--- config.mk ---
export PLATFORM = sky130hd
export DESIGN_NAME = fir_seq_ctrl_flat
export DESIGN_NICKNAME = d
export VERILOG_FILES = /design/src/rtl/fir_seq_pkg.sv /design/src/rtl/fir_seq_ctrl_if.sv /design/src/rtl/sync_fifo.sv /design/src/rtl/fir_seq_ctrl.sv /design/src/flat_wrapper.sv
export SDC_FILE = /design/constraint.sdc
export NUM_CORES = 1
export LEC_CHECK = 0
export BUFFER_PORTS_ARGS = -buffer_cell sky130_fd_sc_hd__buf_2
export CAP_MARGIN = 10
export CORE_AREA = 5 5 222 224
export CTS_CLUSTER_DIAMETER = 40
export CTS_CLUSTER_SIZE = 12
export DETAILED_ROUTE_END_ITERATION = 10
export DIE_AREA = 0 0 227 229
export MAX_ROUTING_LAYER = met4
export PLACE_DENSITY = 0.87
export RECOVER_POWER = 50
export SYNTH_ARGS = -nofsm -noshare
export SYNTH_HDL_FRONTEND = slang
export SYNTH_SLANG_ARGS = --single-unit
--- constraint.sdc ---
create_clock -name axis_clk -period 4.05 [get_ports axis_clk]
set_input_delay 0.2025 -clock axis_clk [delete_from_list [all_inputs] [get_ports axis_clk]]
set_output_delay 0.2025 -clock axis_clk [all_outputs]
set_load 0.02 [all_outputs]
--- src/rtl/fir_seq_pkg.sv ---
// Shared constants and FSM encoding for the FIR sequencing controller.
package fir_seq_pkg;

  localparam int DEF_DATA_W     = 32;
  localparam int DEF_LEN_W      = 10;
  localparam int DEF_FIFO_DEPTH = 8;

  typedef enum logic [1:0] {
    ST_IDLE,
    ST_START,
    ST_RUN,
    ST_DONE
  } state_t;

  function automatic logic [31:0] sat_inc(input logic [31:0] v);
    return (v == 32'hFFFF_FFFF) ? v : v + 32'd1;
  endfunction

endpackage

--- src/rtl/fir_seq_ctrl_if.sv ---
// Stream-side bundle of the FIR sequencer: host X push, FIR in/out AXI-Stream, host Y pop.
interface fir_seq_ctrl_if #(
  parameter int DATA_W = fir_seq_pkg::DEF_DATA_W
) ();

  logic              x_wr_valid;
  logic [DATA_W-1:0] x_wr_data;
  logic              x_wr_ready;

  logic              ss_tvalid;
  logic [DATA_W-1:0] ss_tdata;
  logic              ss_tlast;
  logic              ss_tready;

  logic              sm_tvalid;
  logic [DATA_W-1:0] sm_tdata;
  logic              sm_tlast;
  logic              sm_tready;

  logic              y_rd_valid;
  logic [DATA_W-1:0] y_rd_data;
  logic              y_rd_ready;

  // The controller side drives the stream outputs and all ready/valid it owns.
  modport master (
    input  x_wr_valid, x_wr_data,
    output x_wr_ready,
    output ss_tvalid, ss_tdata, ss_tlast,
    input  ss_tready,
    input  sm_tvalid, sm_tdata, sm_tlast,
    output sm_tready,
    output y_rd_valid, y_rd_data,
    input  y_rd_ready
  );

  modport slave (
    output x_wr_valid, x_wr_data,
    input  x_wr_ready,
    input  ss_tvalid, ss_tdata, ss_tlast,
    output ss_tready,
    output sm_tvalid, sm_tdata, sm_tlast,
    input  sm_tready,
    input  y_rd_valid, y_rd_data,
    output y_rd_ready
  );

endinterface

--- src/rtl/sync_fifo.sv ---
// Single-clock first-word-fall-through FIFO; storage is cleared on reset so the
// head reads zero until the first push.
module sync_fifo #(
  parameter int DATA_W = fir_seq_pkg::DEF_DATA_W,
  parameter int DEPTH  = fir_seq_pkg::DEF_FIFO_DEPTH
) (
  input  logic              clk,
  input  logic              rst_n,
  input  logic              wr_valid,
  input  logic [DATA_W-1:0] wr_data,
  output logic              full,
  input  logic              rd_ready,
  output logic [DATA_W-1:0] rd_data,
  output logic              empty
);

  localparam int AW = $clog2(DEPTH);

  logic [DATA_W-1:0] mem [DEPTH];
  logic [AW:0]       wr_ptr;
  logic [AW:0]       rd_ptr;
  logic              push;
  logic              pop;

  // Pointers carry one extra wrap bit so full and empty are distinguishable.
  assign empty   = (wr_ptr == rd_ptr);
  assign full    = (wr_ptr[AW] != rd_ptr[AW]) && (wr_ptr[AW-1:0] == rd_ptr[AW-1:0]);
  assign push    = wr_valid && !full;
  assign pop     = rd_ready && !empty;
  assign rd_data = mem[rd_ptr[AW-1:0]];

  always_ff @(posedge clk or negedge rst_n) begin
    if (!rst_n) begin
      wr_ptr <= '0;
      rd_ptr <= '0;
      for (int i = 0; i < DEPTH; i++) begin
        mem[i] <= '0;
      end
    end else begin
      if (push) begin
        mem[wr_ptr[AW-1:0]] <= wr_data;
        wr_ptr              <= wr_ptr + (AW+1)'(1);
      end
      if (pop) begin
        rd_ptr <= rd_ptr + (AW+1)'(1);
      end
    end
  end

endmodule

--- src/rtl/fir_seq_ctrl.sv ---
// Sequences one FIR run: starts the core, streams len X samples into it and
// collects len Y samples back, tracking latency and TLAST consistency.
module fir_seq_ctrl
  import fir_seq_pkg::*;
#(
  parameter int DATA_W     = DEF_DATA_W,
  parameter int FIFO_DEPTH = DEF_FIFO_DEPTH,
  parameter int LEN_W      = DEF_LEN_W
) (
  input  logic             axis_clk,
  input  logic             axis_rst_n,
  input  logic             cfg_start,
  input  logic [LEN_W-1:0] cfg_len,
  output logic             busy,
  output logic             done,
  output logic             tlast_err,
  output logic [31:0]      cycle_cnt,
  output logic             fir_ap_start,
  input  logic             fir_ap_idle,
  fir_seq_ctrl_if.master   bus
);

  state_t            state;
  logic [LEN_W-1:0]  len;
  logic [LEN_W-1:0]  len_m1;
  logic [LEN_W-1:0]  x_sent;
  logic [LEN_W-1:0]  y_recv;
  logic              rst_done;
  logic              in_run;
  logic              ss_beat;
  logic              sm_beat;
  logic              x_push;
  logic              x_full;
  logic              x_empty;
  logic              y_full;
  logic              y_empty;
  logic [DATA_W-1:0] x_head;
  logic [DATA_W-1:0] y_head;

  assign in_run = (state == ST_RUN);
  assign len_m1 = len - LEN_W'(1);

  assign bus.ss_tvalid  = in_run && !x_empty && (x_sent < len);
  assign bus.ss_tdata   = x_head;
  assign bus.ss_tlast   = in_run && (x_sent == len_m1);
  assign bus.sm_tready  = in_run && !y_full && (y_recv < len);
  assign bus.x_wr_ready = rst_done && !x_full;
  assign bus.y_rd_valid = !y_empty;
  assign bus.y_rd_data  = y_head;

  assign ss_beat = bus.ss_tvalid && bus.ss_tready;
  assign sm_beat = bus.sm_tvalid && bus.sm_tready;
  assign x_push  = bus.x_wr_valid && rst_done;

  // Holds x_wr_ready low until the first edge after reset is released.
  always_ff @(posedge axis_clk or negedge axis_rst_n) begin
    if (!axis_rst_n) begin
      rst_done <= 1'b0;
    end else begin
      rst_done <= 1'b1;
    end
  end

  sync_fifo #(
    .DATA_W (DATA_W),
    .DEPTH  (FIFO_DEPTH)
  ) u_x_fifo (
    .clk      (axis_clk),
    .rst_n    (axis_rst_n),
    .wr_valid (x_push),
    .wr_data  (bus.x_wr_data),
    .full     (x_full),
    .rd_ready (ss_beat),
    .rd_data  (x_head),
    .empty    (x_empty)
  );

  sync_fifo #(
    .DATA_W (DATA_W),
    .DEPTH  (FIFO_DEPTH)
  ) u_y_fifo (
    .clk      (axis_clk),
    .rst_n    (axis_rst_n),
    .wr_valid (sm_beat),
    .wr_data  (bus.sm_tdata),
    .full     (y_full),
    .rd_ready (bus.y_rd_ready),
    .rd_data  (y_head),
    .empty    (y_empty)
  );

  // The last Y beat moves straight to DONE, so cycle_cnt covers START through that beat.
  always_ff @(posedge axis_clk or negedge axis_rst_n) begin
    if (!axis_rst_n) begin
      state        <= ST_IDLE;
      len          <= '0;
      x_sent       <= '0;
      y_recv       <= '0;
      cycle_cnt    <= '0;
      busy         <= 1'b0;
      done         <= 1'b0;
      tlast_err    <= 1'b0;
      fir_ap_start <= 1'b0;
    end else begin
      if (ss_beat) begin
        x_sent <= x_sent + LEN_W'(1);
      end
      if (sm_beat) begin
        y_recv <= y_recv + LEN_W'(1);
        if (bus.sm_tlast != (y_recv == len_m1)) begin
          tlast_err <= 1'b1;
        end
      end
      if ((state == ST_START) || (state == ST_RUN)) begin
        cycle_cnt <= sat_inc(cycle_cnt);
      end

      case (state)
        ST_IDLE: begin
          if (cfg_start && (cfg_len != '0) && fir_ap_idle) begin
            state        <= ST_START;
            len          <= cfg_len;
            x_sent       <= '0;
            y_recv       <= '0;
            cycle_cnt    <= '0;
            done         <= 1'b0;
            tlast_err    <= 1'b0;
            busy         <= 1'b1;
            fir_ap_start <= 1'b1;
          end
        end
        ST_START: begin
          fir_ap_start <= 1'b0;
          state        <= ST_RUN;
        end
        ST_RUN: begin
          if (sm_beat && (y_recv == len_m1)) begin
            state <= ST_DONE;
            done  <= 1'b1;
          end
        end
        ST_DONE: begin
          busy  <= 1'b0;
          state <= ST_IDLE;
        end
        default: begin
          state <= ST_IDLE;
        end
      endcase
    end
  end

endmodule

--- src/flat_wrapper.sv ---
// flat-port wrapper written by rule: the top's interface ports become plain ports
module fir_seq_ctrl_flat import fir_seq_pkg::*;
#(
  parameter int DATA_W     = DEF_DATA_W,
  parameter int FIFO_DEPTH = DEF_FIFO_DEPTH,
  parameter int LEN_W      = DEF_LEN_W
)
  (axis_clk, axis_rst_n, cfg_start, cfg_len, busy, done, tlast_err, cycle_cnt, fir_ap_start, fir_ap_idle, bus_x_wr_valid, bus_x_wr_data, bus_x_wr_ready, bus_ss_tvalid, bus_ss_tdata, bus_ss_tlast, bus_ss_tready, bus_sm_tvalid, bus_sm_tdata, bus_sm_tlast, bus_sm_tready, bus_y_rd_valid, bus_y_rd_data, bus_y_rd_ready);
  fir_seq_ctrl_if #(.DATA_W(DATA_W)) bus_i ();
  input  logic axis_clk;
  input  logic axis_rst_n;
  input  logic cfg_start;
  input  logic [LEN_W-1:0] cfg_len;
  output logic busy;
  output logic done;
  output logic tlast_err;
  output logic [31:0] cycle_cnt;
  output logic fir_ap_start;
  input  logic fir_ap_idle;
  input wire logic [$bits(bus_i.x_wr_valid)-1:0] bus_x_wr_valid;
  input wire logic [$bits(bus_i.x_wr_data)-1:0] bus_x_wr_data;
  output wire logic [$bits(bus_i.x_wr_ready)-1:0] bus_x_wr_ready;
  output wire logic [$bits(bus_i.ss_tvalid)-1:0] bus_ss_tvalid;
  output wire logic [$bits(bus_i.ss_tdata)-1:0] bus_ss_tdata;
  output wire logic [$bits(bus_i.ss_tlast)-1:0] bus_ss_tlast;
  input wire logic [$bits(bus_i.ss_tready)-1:0] bus_ss_tready;
  input wire logic [$bits(bus_i.sm_tvalid)-1:0] bus_sm_tvalid;
  input wire logic [$bits(bus_i.sm_tdata)-1:0] bus_sm_tdata;
  input wire logic [$bits(bus_i.sm_tlast)-1:0] bus_sm_tlast;
  output wire logic [$bits(bus_i.sm_tready)-1:0] bus_sm_tready;
  output wire logic [$bits(bus_i.y_rd_valid)-1:0] bus_y_rd_valid;
  output wire logic [$bits(bus_i.y_rd_data)-1:0] bus_y_rd_data;
  input wire logic [$bits(bus_i.y_rd_ready)-1:0] bus_y_rd_ready;
  assign bus_i.x_wr_valid = bus_x_wr_valid;
  assign bus_i.x_wr_data = bus_x_wr_data;
  assign bus_x_wr_ready = bus_i.x_wr_ready;
  assign bus_ss_tvalid = bus_i.ss_tvalid;
  assign bus_ss_tdata = bus_i.ss_tdata;
  assign bus_ss_tlast = bus_i.ss_tlast;
  assign bus_i.ss_tready = bus_ss_tready;
  assign bus_i.sm_tvalid = bus_sm_tvalid;
  assign bus_i.sm_tdata = bus_sm_tdata;
  assign bus_i.sm_tlast = bus_sm_tlast;
  assign bus_sm_tready = bus_i.sm_tready;
  assign bus_y_rd_valid = bus_i.y_rd_valid;
  assign bus_y_rd_data = bus_i.y_rd_data;
  assign bus_i.y_rd_ready = bus_y_rd_ready;
  fir_seq_ctrl #(.DATA_W(DATA_W), .FIFO_DEPTH(FIFO_DEPTH), .LEN_W(LEN_W)) u_core (.axis_clk(axis_clk), .axis_rst_n(axis_rst_n), .cfg_start(cfg_start), .cfg_len(cfg_len), .busy(busy), .done(done), .tlast_err(tlast_err), .cycle_cnt(cycle_cnt), .fir_ap_start(fir_ap_start), .fir_ap_idle(fir_ap_idle), .bus(bus_i));
endmodule
==> summary.md <==
| Metric | Value |
|---|---|
| Status | complete, but fails checks |
| Failing checks | max-capacitance violations, max-slew violations |
| H-Tree Level Count | 3 |
| Tot GR Track Use | 26.3% |
| Worst Setup SP | u_core.u_y_fifo.wr_ptr[0]$_DFFE_PN0P_ |
| Post-Route Skew | 0.0233 ns |
| Nets | 2256 |
| Worst EP arrival | 4.07 ns |
| Total die area | 0.0520 sq mm |
| Final hold slack | 0.0853 ns |
| Initial Utilization | 59.2% |
| Placed inst area | 0.0294 sq mm |
| Worst Tran Pin Value | 2.74 ns |
| Max Root-Sink Buffers | 3 |
| Drt total wl | 65000 um |
| Crit-path max FO | 32 |
| Die width | 227 um |
| TritonCTS clock tree | yes |
| # IOs | 188 |
| Leakage | 14.7 nW |
| Crit path required time | 4.53 ns |
| EDFF count, synth | 0 |
| Crit. End Element | register |
| Syn Inst Count | 1867 |
| 1st-iter DRT viols | 1104 |
| First-pass GRT wire length | 106000 um |
| Crit path kind | reg2reg |
| Worst path slowest cell | dfrtp_1 |
| Routed wl met3 | 3670 um |
| Footprint of the multi-input gates | 0.0123 sq mm |
| Clock transition at path regs | 0.06 ns |
| Ys async rst share | 100% |
| Avg Inst Size Synth | 15.0 sq um |
| DRC viols | 0 |
| Slew Viols, Final | 100 |
| Metal-1 WL | 26600 um |
| Root Buffer Master | clkbuf_16 |
| Slew headroom | -82.6% |
| Clock Latency Late Sink | 0.61 ns |
| Hold crit path type | in2reg |
| Post-Layout Cell Count | 2826 |
| Max-Cap Viols | 1 |
| Core area | 0.0471 sq mm |
| Row Count | 80 |
| Area grow syn2layout | 18.4% |
| Finished Cell Area | 0.0331 sq mm |
| Num CTS Buffers | 85 |
| GR Overflow Total | 0 |
| Clock tree sinks | 597 |
| # fillers | 2910 |
| Vias in the first global route | 19000 |
| Power Density | 870 mW/mm^2 |
| Initial antenna violation count | 4 |
| Hpwl dp | 36400 um |
| Post-route ant nets | 0 |
| Top Layer Used | met4 |
| Final Hold Fails | 0 |
| Yosys warns | 0 |
| DR WL/cell | 23.0 um |
| Port buffer count | 187 |
| Cell taking the most area after synthesis | dfrtp_1 |
| Reg area | 0.0150 sq mm |
| Top cells by area, synth | dfrtp_1, mux2_2, mux4_2, ha_1, xnor2_1 |
| Slowest cell delay on critical path | 0.69 ns |
| Final Cycle Share | 88.7% |
| Sequential fraction of the synthesis area | 53.5% |
| Finished Core Util | 70.1% |
| Met2 WL | 33100 um |
| Synth Cell Area | 0.0279 sq mm |
| Final Setup Violations | 0 |
| RSZ-0062 raised after global routing | false |
| Crit path cell chain | xor2_1 > nor3_1 > a221o_1 > or2_0 > or2_1 > nor4_4 > buf_4 > mux2_2 |
| Placed cells | 2591 |
| Yosys reg bits | 597 |
| Placer Congestion | 0.926 |
| Via count | 17200 |
| Fin Setup TNS | 0 ns |
| Synth unique cells | 57 |
| First-pass DRT Iterations | 7 |
| Main synth FF type | dfrtp_1 |
| FMAX | 0.278 GHz |
| Postcts setup bufs | 0 |
| Most common cell after layout, fill and taps aside | dfrtp_1 |
| Post-synth top area share | 53.5% |
| CP startpoint kind | register |
| DR vias/cell | 6.08 |
| VDD IR max | 0.000614 V |
| Largest net degree at the start of global routing | 142 |
| Syn nets | 1982 |
| RR Startpoint | u_core.u_y_fifo.wr_ptr[0]$_DFFE_PN0P_ |
| Most frequent cells in the layout | dfrtp_1, mux2_2, buf_2 |
| Share of layout cells above drive strength 1 | 47.1% |
| Hold Startpoint | bus_y_rd_ready |
| Die height | 229 um |
| Crit path time final | 3.59 ns |
worst paths after layout:
kind | to | slack (ns) | cells after the start
worst min-delay path | u_core.u_y_fifo.rd_ptr[0]$_DFFE_PN0P_ | 0.09 | 3
worst max-delay path | u_core.u_y_fifo.mem[108]$_DFFE_PN0P_ | 0.46 | 8
worst min register to register | u_core.u_y_fifo.mem[151]$_DFFE_PN0P_ | 0.49 | 1
worst max register to register | u_core.u_y_fifo.mem[108]$_DFFE_PN0P_ | 0.46 | 8
max in group asynchronous | u_core.u_x_fifo.mem[180]$_DFFE_PN0P_ | 0.88 | 3
min in group asynchronous | u_core.u_x_fifo.mem[40]$_DFFE_PN0P_ | 0.97 | 2
layer usage:
metal | vias up | track usage (%)
li1 | 7460 | -
met1 | 9080 | 34.5
met2 | 521 | 42.4
met3 | 122 | 4.74
met4 | 0 | 8.52
met5 | - | -
kinds of logic (layout without fill, tap and decap cells):
logic type | Yosys count | after routing | share of synthesized area [%]
xor gates and xnor gates | 77 | 77 | 2.46
DFF | 597 | 597 | 53.5
other | 1 | 5 | 0.0134
buffers and inverters | 135 | 475 | 2.49
muxes | 712 | 712 | 33.9
adders and majority gates | 32 | 32 | 1.43
AOI/OAI and AO/OA | 76 | 76 | 1.67
and+or+nand+nor | 237 | 237 | 4.58
where the power goes:
part           switching, mW  internal [mW]  leakage, nW  total, mW
sequential              1.72           8.64         7.50       10.4
combinational           5.07           5.70         5.72       10.8
clock                   2.85           4.76         1.43       7.62
flip-flops by register name, indices dropped and copies added (netlist names), 10 cells and up:
signal,count
u_core.y_recv,10
u_core.cycle_cnt,32
u_core.len,10
u_core.u_x_fifo.mem,256
u_core.u_y_fifo.mem,256
u_core.x_sent,10
repair_timing:
| action | CTS | global route |
|---|---|---|
| hold buffers | 78 | 0 |
| hold endpoints to repair | 626 | 0 |
| gates resized for setup | 0 | 0 |
area by class of cell:
cell class,instances,area share [%]
Antenna cell,4,0.0303
Clock buffer,102,6.96
Clock inverter,51,1.98
Inverter,24,0.273
Multi-Input combinational cell,1135,37.3
Sequential cell,597,45.2
Tap cell,615,2.33
Timing Repair Buffer,298,5.92
through the flow:
| stage | power (mW) | setup slack, ns |
|---|---|---|
| after floorplan | 17.9 | 1.20 |
| after global placement | 20.3 | 0.689 |
| after detailed placement | 20.9 | 0.500 |
| after CTS | 28.8 | 0.349 |
| after global routing | 30.2 | 0.209 |
| final | 28.8 | 0.458 |
synthesized netlist by cell type, types with 2 or more instances:
library cell    n
dfrtp_1       597
mux2_2        562
mux4_2        128
nand2_1        56
nor2_1         53
clkbuf_1       51
xnor2_1        44
ha_1           32
xor2_1         32
nand3_1        30
o21ai_0        30
inv_1          24
buf_6          19
a21oi_1        17
buf_1          17
mux2_1         17
nand4_1        16
buf_2          15
nor3_1         13
and3_1         10
and4_1         10
nor4_1          8
or3_1           8
buf_4           6
mux2i_1         5
nor2b_1         5
a211oi_1        4
a31oi_1         4
nor3b_1         4
nor4_4          4
o21a_1          4
and2_1          3
clkbuf_2        3
nand3b_1        3
o211ai_1        3
or4_1           3
a221o_1         2
nand2b_1        2
nor3_4          2
o311ai_0        2
o31ai_1         2
or2_2           2
worst max-delay path, delay by kind of cell (launching register included):
kind / cells / cell delay (ns)
compound gates: 1 / 0.33
xor+xnor: 1 / 0.24
buf+inv: 1 / 0.51
flops: 1 / 0.69
mux: 1 / 0.43
simple gates: 4 / 1.26
Note: power is estimated with default switching activity, not from simulation.
